--- src/rtl/gbuff_arbiter.sv ---
// Round-robin, burst-aware arbiter sharing one single-port global buffer
// between NREQ requesters; grants are registered, buffer controls are muxed combinationally.
module gbuff_arbiter #(
  parameter int NREQ      = 3,
  parameter int IDX_W     = 5,
  parameter int DATA_W    = 256,
  parameter int MAX_BURST = 32
) (
  input  logic                   clk,
  input  logic                   rst_n,
  input  logic [NREQ-1:0]        req,
  input  logic [NREQ-1:0]        req_we,
  input  logic [NREQ*IDX_W-1:0]  req_idx,
  input  logic [NREQ*DATA_W-1:0] req_wdata,
  output logic [NREQ-1:0]        gnt,
  output logic [NREQ-1:0]        rvalid,
  output logic [DATA_W-1:0]      rdata,
  output logic                   mem_wr_en,
  output logic [IDX_W-1:0]       mem_idx,
  output logic [DATA_W-1:0]      mem_wdata,
  input  logic [DATA_W-1:0]      mem_data_out,
  output logic                   busy
);

  localparam int PTR_W = (NREQ > 1) ? $clog2(NREQ) : 1;
  localparam int CNT_W = (MAX_BURST > 1) ? $clog2(MAX_BURST) : 1;
  localparam logic [CNT_W-1:0] CNT_LAST = CNT_W'(MAX_BURST - 1);

  localparam logic [0:0] ST_IDLE = 1'b0;
  localparam logic [0:0] ST_OWN  = 1'b1;

  // Handshake: a beat is any cycle with req[i] && gnt[i]; the buffer access
  // happens in that cycle, and a read beat returns rvalid[i] with rdata one
  // cycle later. Requesters hold req for the whole burst and keep their
  // we/idx/wdata stable while req is high.

  logic [CNT_W-1:0] cnt;
  logic [PTR_W-1:0] ptr;
  logic [PTR_W-1:0] owner;
  logic [PTR_W-1:0] owner_nxt;
  logic [PTR_W-1:0] arb_start;
  logic [PTR_W-1:0] arb_sel;
  logic [NREQ-1:0]  arb_gnt;
  logic             arb_found;
  logic             beat;
  logic             rd_beat;
  logic [0:0]       state;

  assign state   = (|gnt) ? ST_OWN : ST_IDLE;
  assign busy    = |gnt;
  assign rdata   = mem_data_out;
  assign beat    = |(req & gnt);
  assign rd_beat = |(req & gnt & ~req_we);

  always_comb begin
    owner = '0;
    for (int i = 0; i < NREQ; i++) begin
      if (gnt[i]) owner = PTR_W'(i);
    end
  end

  assign owner_nxt = (owner == PTR_W'(NREQ - 1)) ? '0 : owner + 1'b1;

  // After a release the search starts just past the old owner, so a
  // continuously requesting owner is only re-granted when nobody else waits.
  assign arb_start = (state == ST_IDLE) ? ptr : owner_nxt;

  always_comb begin
    int pos;
    pos       = 0;
    arb_found = 1'b0;
    arb_sel   = '0;
    for (int k = 0; k < NREQ; k++) begin
      pos = int'(arb_start) + k;
      if (pos >= NREQ) pos = pos - NREQ;
      if (!arb_found && req[pos]) begin
        arb_found = 1'b1;
        arb_sel   = PTR_W'(pos);
      end
    end
  end

  always_comb begin
    arb_gnt = '0;
    if (arb_found) arb_gnt[arb_sel] = 1'b1;
  end

  always_comb begin
    mem_wr_en = 1'b0;
    mem_idx   = '0;
    mem_wdata = '0;
    for (int i = 0; i < NREQ; i++) begin
      if (gnt[i] && req[i]) begin
        mem_wr_en = req_we[i];
        mem_idx   = req_idx[i*IDX_W +: IDX_W];
        mem_wdata = req_we[i] ? req_wdata[i*DATA_W +: DATA_W] : '0;
      end
    end
  end

  always_ff @(posedge clk or negedge rst_n) begin
    if (!rst_n) begin
      gnt    <= '0;
      rvalid <= '0;
      ptr    <= '0;
      cnt    <= '0;
    end else begin
      rvalid <= rd_beat ? gnt : '0;
      case (state)
        ST_IDLE: begin
          if (arb_found) begin
            gnt <= arb_gnt;
            cnt <= '0;
          end
        end
        default: begin
          if (beat && (cnt != CNT_LAST)) begin
            cnt <= cnt + 1'b1;
          end else begin
            // Burst limit reached or owner dropped req: hand over in the same edge.
            ptr <= owner_nxt;
            gnt <= arb_found ? arb_gnt : '0;
            cnt <= '0;
          end
        end
      endcase
    end
  end

endmodule
--- config.mk ---
export PLATFORM = sky130hd
export DESIGN_NAME = gbuff_arbiter
export DESIGN_NICKNAME = d
export VERILOG_FILES = /design/src/rtl/gbuff_arbiter.sv
export SDC_FILE = /design/constraint.sdc
export NUM_CORES = 1
export LEC_CHECK = 0
export ABC_AREA = 1
export BUFFER_PORTS_ARGS = -buffer_cell sky130_fd_sc_hd__buf_2
export CAP_MARGIN = 20
export CORE_AREA = 3 3 612 614
export CTS_CLUSTER_SIZE = 12
export DETAILED_ROUTE_END_ITERATION = 10
export DIE_AREA = 0 0 615 617
export HOLD_SLACK_MARGIN = 0.02
export PLACE_DENSITY = 0.3
export SYNTH_ARGS = -nofsm -noshare
export SYNTH_HDL_FRONTEND = slang
export SYNTH_SLANG_ARGS = --single-unit
--- constraint.sdc ---
create_clock -name clk -period 2.15 [get_ports clk]
set_clock_uncertainty 0.15 [all_clocks]
set_input_delay 0.3225 -clock clk [delete_from_list [all_inputs] [get_ports clk]]
set_output_delay 0.3225 -clock clk [all_outputs]
set_load 0.01 [all_outputs]
==> results of run 1 <==
-- critical path: cells and delay by family (launching register included) --
family	cells	cell delay, ns
flip-flops	1	0.40
AO/OA/AOI/OAI	1	0.13
buffers and inverters	5	0.77
AND/OR/NAND/NOR	4	0.46
-- kinds of logic after synthesis --
kind of cell | count (synthesis) | share of synthesized area [%]
simple gates | 1117 | 47.62
buf+inv | 705 | 35.38
compound gates | 273 | 13.39
flops | 13 | 3.156
fa+ha+maj | 3 | 0.3642
xor+xnor | 1 | 0.08499
-- metal layers --
metal / part of all wire (%) / routed length [µm] / track usage (%) / up-vias
li1: - / - / - / 8394
met1: 33 / 89060 / 13.19 / 8939
met2: 49 / 132000 / 24.18 / 1643
met3: 14 / 37960 / 8.497 / 916
met4: 2.9 / 7870 / 1.728 / 292
met5: 0.72 / 1925 / 0 / -
-- layout by cell type (no fill, tap or decap), types with 2 or more instances in the layout --
cell type / synthesis / layout
buf_4: 256 / 171
diode_2: 0 / 78
o21ai_0: 255 / 59
o21ai_4: 0 / 36
nor2_4: 1 / 2
ha_1: 3 / 2
nand3_1: 527 / 506
o21ai_1: 6 / 72
nand3_4: 0 / 4
buf_16: 0 / 15
buf_8: 0 / 6
o21ai_2: 1 / 95
clkbuf_16: 0 / 13
inv_2: 4 / 3
dfrtp_1: 13 / 13
inv_4: 0 / 2
nor2_1: 17 / 15
inv_1: 274 / 271
nand2_4: 1 / 24
nand2_2: 5 / 137
buf_2: 32 / 876
nand2_1: 560 / 405
buf_12: 0 / 118
nand3_2: 4 / 21
a21oi_2: 0 / 2
a31oi_1: 7 / 7
buf_6: 0 / 123
-- flip-flops by register name (all words and copies together), names as in the netlist --
name    cells
ptr         2
rvalid      3
cnt         5
gnt         3
-- power by group --
| part | leakage [nW] | total [mW] | internal (mW) | switching (mW) |
|---|---|---|---|---|
| combinational | 11.3 | 12.1 | 4.94 | 7.14 |
| clock | 0.0386 | 0.360 | 0.251 | 0.109 |
| sequential | 0.171 | 0.370 | 0.318 | 0.0521 |
-- cell type report --
cell class | instances | area, µm²
diodes | 78 | 195.2
inverters | 278 | 1069
flip-flops and latches | 13 | 325.3
well taps | 4950 | 6193
clock buffers | 4 | 78.83
fillers | 43910 | 343300
repair buffers | 1321 | 10190
multi-input cells | 1394 | 7772
-- metrics by stage --
| step | worst slack [ns] | area, µm² |
|---|---|---|
| after floorplan | 0.02129 | 10310 |
| after global placement | -0.7962 | 22520 |
| after detailed placement | -0.6788 | 22520 |
| after CTS | -0.4284 | 24110 |
| after global routing | -0.4594 | 25670 |
| final | -0.3898 | 25820 |
-- final timing paths --
check / cells past startpoint / from / end / slack [ns]
max reg2reg: 17 / gnt[1] / gnt[0] / -0.19
min: 2 / cnt[4] / cnt[4] / 0.35
min in group asynchronous: 2 / rst_n / rvalid[2] / 0.71
max: 10 / gnt[1] / mem_wdata[104] / -0.39
max in group asynchronous: 2 / rst_n / gnt[2] / 0.89
min reg2reg: 2 / cnt[4] / cnt[4] / 0.35
-- what timing repair did --
| action | CTS | global route |
|---|---|---|
| buffers inserted | 16 | 13 |
| cloned | 5 | 10 |
| gates resized for setup | 428 | 443 |
| endpoints found under the setup margin | 270 | 270 |
| pin swaps | 21 | 63 |
| hold endpoints to repair | 13 | 0 |
| hold buffers | 1 | 0 |
==> impl_metrics.json, run 1 <==
{
  "flow.area_growth_from_synthesis_pct": 150.5,
  "yosysTopAreaCellShare_pct": 25.59,
  "cts.reportedPaths.clkPinSlew_ns": 0.05,
  "synthTopCellsByCount": "560 x nand2_1, 527 x nand3_1, 274 x inv_1",
  "critPathMaxFanout": 8,
  "drtAntennaViolNets": 0,
  "post-synth-top-count-cell": "nand2_1",
  "design.portCount": 1572,
  "whs_ns": 0.3467,
  "timing.final.crit_share_pct": 118.1,
  "unrepaired_setup_endpoints_after_global_routing": "true",
  "critical_path.max_stage_delay_ns": 0.40,
  "worst_skew_pair.late_latency_ns": 0.24,
  "postLayoutCoreUtil_pct": 6.995,
  "p_leak_nw": 11.50,
  "run_status": "complete, but fails checks",
  "stdcell_count": 8038,
  "synthFlopType": "dfrtp_1",
  "post_synth_instance_area_um2": 10310,
  "number_of_flops_mapped_to_enable_cells_by_yosys": 0,
  "die-height_um": 617,
  "worst-endpoint-required_ns": 1.68,
  "finish.net_count": 4061,
  "cts_made_buffers": 3,
  "fin_crit_ns": 2.540,
  "die_x_um": 615,
  "crit_chain": "nand2_4 -> nand3_4 -> buf_12 -> buf_16 -> buf_16 -> buf_12 -> o21ai_4 -> nand2_2 -> nand2_4 -> buf_6",
  "max_clock_freq_mhz": 393.7,
  "drt_pre_antenna_iters": 5,
  "fp.dieArea_um2": 379500,
  "yosysWarningCount": 0,
  "detail_route.iter0.violations": 1422,
  "hold_viol": 0,
  "critPathKind": "reg -> out",
  "register_bit_count_reported_by_yosys": 13,
  "globalRouteTotalUtil_pct": 13.42,
  "vias": 20180,
  "drive_gt1_share_pct": 54.98,
  "slew-limit-headroom_pct": 70.93,
  "gp_congestion": 0.8881,
  "pin_count_of_the_biggest_net_entering_global_routing": 62,
  "synth_nets": 3162,
  "cts.root.buffer_cell": "clkbuf_16",
  "avgSynthCellArea_um2": 4.880,
  "placed_cells": 7915,
  "synth.yosys.seq_area_share_pct": 3.156,
  "cts_num_sinks": 13,
  "cts_tree": "yes",
  "grt_antenna_before_repair": 453,
  "hpwlAfterDp_mm": 250.5,
  "setup_tns_ns": -60.06,
  "cts.path.max_buffers": 2,
  "hold_class": "reg -> reg",
  "grt_pass1_wl_mm": 309.1,
  "routed_wl_mm": 268.8,
  "placement_rows": 223,
  "synthTopCellsByArea": "nand3_1 26%, nand2_1 20%, buf_4 19%",
  "port_buffers": 1059,
  "detailed_route_drc_error_count": 0,
  "worst_path_max_delay_cell": "dfrtp_1",
  "violations": "negative setup slack",
  "overflow": 0,
  "share_of_flip_flops_with_an_asynchronous_set_or_reset_pct": 100.0,
  "clock_tree.htree_level_count": 1,
  "drv.max_cap_violation_count": 0,
  "worst_ep_arrival_ns": 2.07,
  "worst_setup_path_start_kind": "flop",
  "tightestPinTransition_ns": 0.4355,
  "vias_in_the_first_global_route": 18570,
  "ir_worst_vdd_mv": 0.2546,
  "synth_cells": 2112,
  "power.density_cell_area_nw_per_um2": 496.2,
  "report.power.total_mw": 12.81,
  "end_kind": "output port",
  "setup_viol_count_final": 271,
  "synth.lib_cells_used.distinct": 24,
  "most_area_hungry_cell_type_in_the_yosys_netlist": "nand3_1",
  "slew_violations": 0,
  "design.core.area_um2": 369100,
  "start_util_pct": 2.792,
  "routed_via_density": 2.511,
  "finalWorstSetupSlack_ns": -0.3898,
  "avgRoutedWirePerCell_um": 33.45
}
Note: power is estimated with default switching activity, not from simulation.
==> run 2, diff against run 1 <==
- CELL_PAD_IN_SITES_DETAIL_PLACEMENT: default -> 0
- CELL_PAD_IN_SITES_GLOBAL_PLACEMENT: default -> 2
- CORE_AREA: 3 3 612 614 -> 3 3 620 622
- DIE_AREA: 0 0 615 617 -> 0 0 623 625
- PLACE_DENSITY: 0.3 -> 0.32
- REMOVE_ABC_BUFFERS: default -> 1
==> run 2 against run 1 <==
Compared with the run above:
- the run still ends with negative setup slack left
- critical path depth unchanged
- count of clock-buffer cells in the layout decreased by 1
- sequential share of layout area decreased by 0.077 points
- cell count increased by 1.2%
- combinational power increased by 7%
- sequential power about the same
- register-to-register slack got worse by 0.10 ns
- routed wire length increased by 16%
- via count increased by 1.1%
- largest cell class unchanged
==> impl_metrics.json, run 2 (synthesized netlist as in run 1, its figures left out) <==
{
  "hpwlAfterDp_mm": 270.7,
  "vias_in_the_first_global_route": 19250,
  "clock_tree.htree_level_count": 1,
  "filler_cell_count": 45080,
  "unrepaired_setup_endpoints_after_global_routing": "true",
  "grt_antenna_before_repair": 300,
  "cts.path.max_buffers": 2,
  "globalRouteTotalUtil_pct": 15.24,
  "postLayoutCoreUtil_pct": 7.286,
  "pin_count_of_the_biggest_net_entering_global_routing": 52,
  "most_frequent_cells_in_the_layout": "862 x buf_2, 425 x nand3_1, 406 x nand2_1",
  "crit_chain": "nand2_4 -> nand3_4 -> buf_12 -> buf_12 -> bufbuf_16 -> buf_4 -> o21ai_4 -> nand2_1 -> nand2_1 -> buf_6",
  "cts.root.buffer_cell": "clkbuf_16",
  "start_util_pct": 2.720,
  "stdcell_count": 8136,
  "design.portCount": 1572,
  "grt.met2_usage_pct": 21.59,
  "largest-register": "cnt",
  "finish.net_count": 4091,
  "power_switching_share_pct": 54.51,
  "slew-limit-headroom_pct": 61.12,
  "run_status": "complete, but fails checks",
  "port_buffers": 1059,
  "clock_power_share_pct": 2.7,
  "drv.max_cap_violation_count": 0,
  "critPathKind": "reg -> out",
  "cts_made_buffers": 3,
  "timing.final.crit_share_pct": 118.5,
  "r2r_end": "gnt[1]",
  "hold_class": "reg -> reg",
  "placement_rows": 226,
  "routed_wl_mm": 311.9,
  "finalWorstSetupSlack_ns": -0.3971,
  "p_sw_mw": 7.474,
  "max_clock_freq_mhz": 392.6,
  "worst_ep_arrival_ns": 2.07,
  "holdCritStartpoint": "cnt[4]",
  "violations": "negative setup slack",
  "p_leak_nw": 12.07,
  "tightestPinTransition_ns": 0.5771,
  "hold_path_end": "cnt[4]",
  "end_kind": "output port",
  "die-height_um": 625,
  "share_seq_of_total_power_pct": 2.7,
  "setup_viol_count_final": 270,
  "internal_power_mw": 6.238,
  "critPathMaxFanout": 9,
  "gp_congestion": 0.8462,
  "regToRegSetupSlack_ns": -0.29,
  "fp.dieArea_um2": 389400,
  "drtAntennaViolNets": 0,
  "groute.layer.met3.usage_pct": 13.39,
  "cts_tree": "yes",
  "combinationalPowerShare_pct": 94.6,
  "critical_path.max_stage_delay_ns": 0.41,
  "routed_via_density": 2.509,
  "drive_gt1_share_pct": 58.65,
  "flow.area_growth_from_synthesis_pct": 167.8,
  "layout.cells.most_common": "buf_2",
  "placed_cells": 7968,
  "design.core.area_um2": 378900,
  "avgRoutedWirePerCell_um": 38.33,
  "slew_violations": 0,
  "layout_top_registers": "cnt: 5 flops, gnt: 3 flops, rvalid: 3 flops",
  "detail_route.iter0.violations": 1357,
  "register_area_um2": 326.6,
  "report.power.total_mw": 13.71,
  "detailed_route_drc_error_count": 0,
  "hold_viol": 0,
  "groute.layer.met1.usage_pct": 17.12,
  "dp_slack_ns": -0.8565,
  "power.density_cell_area_nw_per_um2": 496.7,
  "vias": 20410,
  "cts_num_sinks": 13,
  "fin_crit_ns": 2.547,
  "number_of_flip_flops_under_the_largest_register_name": 5,
  "rr_startpoint": "gnt[1]",
  "worst_path_max_delay_cell": "dfrtp_1",
  "cts.reportedPaths.clkPinSlew_ns": 0.05,
  "multi_input_comb_area_um2": 8458,
  "ir_worst_vdd_mv": 0.3015,
  "worst_skew_pair.late_latency_ns": 0.25,
  "r2r.worst_path.cells": 18,
  "min_delay_path_depth": 2,
  "overflow": 0,
  "drt_pre_antenna_iters": 5,
  "grt_pass1_wl_mm": 354.2,
  "worst-endpoint-required_ns": 1.68,
  "worst_setup_path_start_kind": "flop",
  "grt_peak_use_layer": "met2",
  "die_x_um": 623
}
## run 2: repair_timing
action | 4_1_cts | 5_1_grt
pin swaps | 40 | 63
endpoints found under the setup margin | 270 | 270
hold buffers | 1 | 0
buffers inserted | 33 | 20
gates cloned | 26 | 11
gates resized for setup | 615 | 492
hold endpoints to repair | 13 | 0
## run 2: metal layers
layer / vias to the layer above / wire (µm)
met1: 9223 / 121000
li1: 8473 / -
met3: 469 / 58180
met2: 2063 / 123300
met4: 186 / 4118
met5: - / 5263
## run 2: how the worst max path moves through the flow
stage | from | cells after the start | to | slack [ns]
final | gnt[1] | 10 | mem_wdata[157] | -0.40
after detailed placement | req[1] | 9 | mem_wdata[181] | -0.86
after CTS | gnt[0] | 10 | mem_wdata[181] | -0.39
after floorplan | gnt[2] | 4 | mem_wdata[0] | -9.75
after global placement | req[1] | 9 | mem_wdata[181] | -0.86
after global routing | gnt[0] | 11 | mem_wdata[154] | -0.48
## run 2: critical path: cells and delay by family, from the launching register on
family	cells	cell delay [ns]
DFF	1	0.41
buffers and inverters	5	0.89
and+or+nand+nor	4	0.34
AOI/OAI and AO/OA	1	0.14
## run 2: layout make-up
type | count | share of cell area [%]
flip-flops and latches | 13 | 1.183
diodes | 80 | 0.7252
clock inverters | 1 | 0.01813
clock buffers | 3 | 0.2719
inverters | 278 | 3.929
multi-input cells | 1394 | 30.64
repair buffers | 1351 | 40.50
well taps | 5016 | 22.73
## run 2: stage by stage
stage	instance area, µm²	setup TNS [ns]	hold WS, ns
6_report	27610	-78.27	0.3320
5_1_grt	27450	-101.17	0.3827
4_1_cts	25330	-85.59	0.3334
3_5_place_dp	22420	-68.93	0.1064
3_3_place_gp	22420	-74.30	0.1134
2_1_floorplan	7704	-2560.94	-0.1231
## run 2: power by group through the flow
stage               clock (mW)  sequential, mW  combinational [mW]
floorplan                    0           0.389                3.00
global route             0.387           0.379                13.9
detailed placement           0           0.373                9.96
finish                   0.368           0.371                13.0
CTS                      0.379           0.374                12.1
global placement             0           0.372                10.0
==> run 3, diff against run 2 <==
- RECOVER_POWER: default -> 100
==> run 3 against run 2 <==
Compared with the run above:
- the flow still finishes with violations (negative setup slack)
- non-clock buffer count stayed put
- core utilization hardly changed
- maximum frequency is 0.10% higher
==> impl_metrics.json, run 3 (synthesized netlist as in run 1, its figures left out) <==
{
  "run_status": "complete, but fails checks",
  "violations": "negative setup slack",
  "vias_in_the_first_global_route": 19250,
  "cts.path.max_buffers": 2,
  "clock_tree.htree_level_count": 1,
  "cts.root.buffer_cell": "clkbuf_16",
  "combinationalPowerShare_pct": 94.6,
  "setup_viol_count_final": 270,
  "flow.area_growth_from_synthesis_pct": 167.8,
  "placed_cells": 7968,
  "drt_pre_antenna_iters": 5,
  "worst-endpoint-required_ns": 1.68,
  "drtAntennaViolNets": 0,
  "ir_worst_vdd_mv": 0.3015,
  "finalWorstSetupSlack_ns": -0.3946,
  "hpwlAfterDp_mm": 270.7,
  "port_buffers": 1059,
  "whs_ns": 0.3319,
  "avgRoutedWirePerCell_um": 38.32,
  "rr_startpoint": "gnt[1]",
  "cts.reportedPaths.clkPinSlew_ns": 0.05,
  "critPathMaxFanout": 9,
  "internal_power_mw": 6.226,
  "globalRouteTotalUtil_pct": 15.24,
  "design.core.area_um2": 378900,
  "start_util_pct": 2.720,
  "holdCritStartpoint": "cnt[4]",
  "stdcell_count": 8139,
  "worstSetupStartpoint": "gnt[1]",
  "power.density_cell_area_nw_per_um2": 496.5,
  "worst_skew_pair.late_latency_ns": 0.25,
  "placement_rows": 226,
  "vias": 20430,
  "die-height_um": 625,
  "critPathKind": "reg -> out",
  "fp.dieArea_um2": 389400,
  "die_x_um": 623,
  "end_kind": "output port",
  "report.power.total_mw": 13.70,
  "grt_antenna_before_repair": 300,
  "grt_pass1_wl_mm": 354.2,
  "slew_violations": 0,
  "pin_count_of_the_biggest_net_entering_global_routing": 52,
  "power_switching_share_pct": 54.56,
  "drv.max_cap_violation_count": 0,
  "slew-limit-headroom_pct": 43.84,
  "overflow": 0,
  "unrepaired_setup_endpoints_after_global_routing": "true",
  "detailed_route_drc_error_count": 0,
  "largest-register": "cnt",
  "detail_route.iter0.violations": 1347,
  "design.portCount": 1572,
  "routed_via_density": 2.510,
  "gp_congestion": 0.8462,
  "cts_num_sinks": 13,
  "hold_viol": 0,
  "timing.final.crit_share_pct": 118.4,
  "p_leak_nw": 12.04,
  "layout_top_registers": "cnt: 5 flops, gnt: 3 flops, rvalid: 3 flops",
  "worst_setup_path_start_kind": "flop",
  "max_clock_freq_mhz": 393.0,
  "number_of_flip_flops_under_the_largest_register_name": 5,
  "tightestPinTransition_ns": 0.8424,
  "routed_wl_mm": 311.9,
  "cts_tree": "yes",
  "p_sw_mw": 7.477,
  "worst_ep_arrival_ns": 2.07,
  "cts_made_buffers": 3,
  "drive_gt1_share_pct": 58.42,
  "fin_crit_ns": 2.545,
  "most_frequent_cells_in_the_layout": "855 x buf_2, 425 x nand3_1, 406 x nand2_1",
  "hold_class": "reg -> reg",
  "share_seq_of_total_power_pct": 2.7,
  "layout.cells.most_common": "buf_2",
  "finish.net_count": 4091,
  "clock_power_share_pct": 2.7
}
-- run 3: changes by cell type in the layout (fill, tap and decap cells not counted) --
cell and delta:
buf_8 +1, diode_2 +3, clkbuf_1 +7, buf_2 -7, buf_12 -1
-- run 3: final cells by class --
| type | count | area (µm²) |
|---|---|---|
| antenna | 83 | 207.7 |
| clock buffer | 3 | 75.07 |
| clock inverter | 1 | 5.005 |
| fill | 45080 | 351300 |
| inverter | 278 | 1085 |
| multi-input combinational | 1394 | 8458 |
| sequential | 13 | 326.6 |
| tap | 5016 | 6276 |
| timing repair buffer | 1351 | 11170 |
-- run 3: critical path: stages (launching register included) --
cell and delay, ns:
dfrtp_1 0.41, nand2_4 0.11, nand3_4 0.08, buf_12 0.16
buf_12 0.18, bufbuf_16 0.28, buf_4 0.15, o21ai_4 0.14
nand2_1 0.07, nand2_1 0.08, buf_6 0.12
-- run 3: routing by layer --
layer,share of wire [%],vias up,track usage [%]
met4,1.3,186,0.9093
met5,1.7,-,7.952
met2,40,2058,21.59
met1,39,9232,17.12
li1,-,8478,-
met3,19,471,13.39
-- run 3: timing repair --
action | 4_1_cts | 5_1_grt
endpoints found under the setup margin | 270 | 270
buffers inserted | 33 | 20
gates cloned | 26 | 11
gates resized for setup | 615 | 492
pin swaps | 40 | 63
hold buffers | 1 | 0
endpoints found under the hold margin | 13 | 0
-- run 3: power by group through the flow --
stage | Combinational [mW] | Sequential (mW) | Clock (mW)
after detailed placement | 9.96 | 0.373 | 0
after CTS | 12.1 | 0.374 | 0.379
after global routing | 13.9 | 0.379 | 0.387
after floorplan | 3.00 | 0.389 | 0
final | 13.0 | 0.372 | 0.367
after global placement | 10.0 | 0.372 | 0
-- run 3: path summary, 6_finish.rpt --
path,endpoint,slack (ns),depth (start not counted)
setup / recovery,mem_wdata[157],-0.39,10
hold / removal,cnt[4],0.33,2
setup reg to reg,gnt[1],-0.29,18
hold reg to reg,cnt[4],0.33,2
max in group asynchronous,gnt[2],0.63,2
min in group asynchronous,rvalid[1],0.64,2
-- run 3: metrics by stage --
stage / cell area [µm²] / utilization, % / setup WS [ns] / TNS, ns
detailed placement: 22420 / 5.916 / -0.8565 / -68.93
global route: 27440 / 7.240 / -0.4827 / -101.19
global placement: 22420 / 5.916 / -0.8568 / -74.30
finish: 27600 / 7.284 / -0.3946 / -77.94
floorplan: 7704 / - / -9.751 / -2560.94
CTS: 25330 / 6.686 / -0.3927 / -85.59
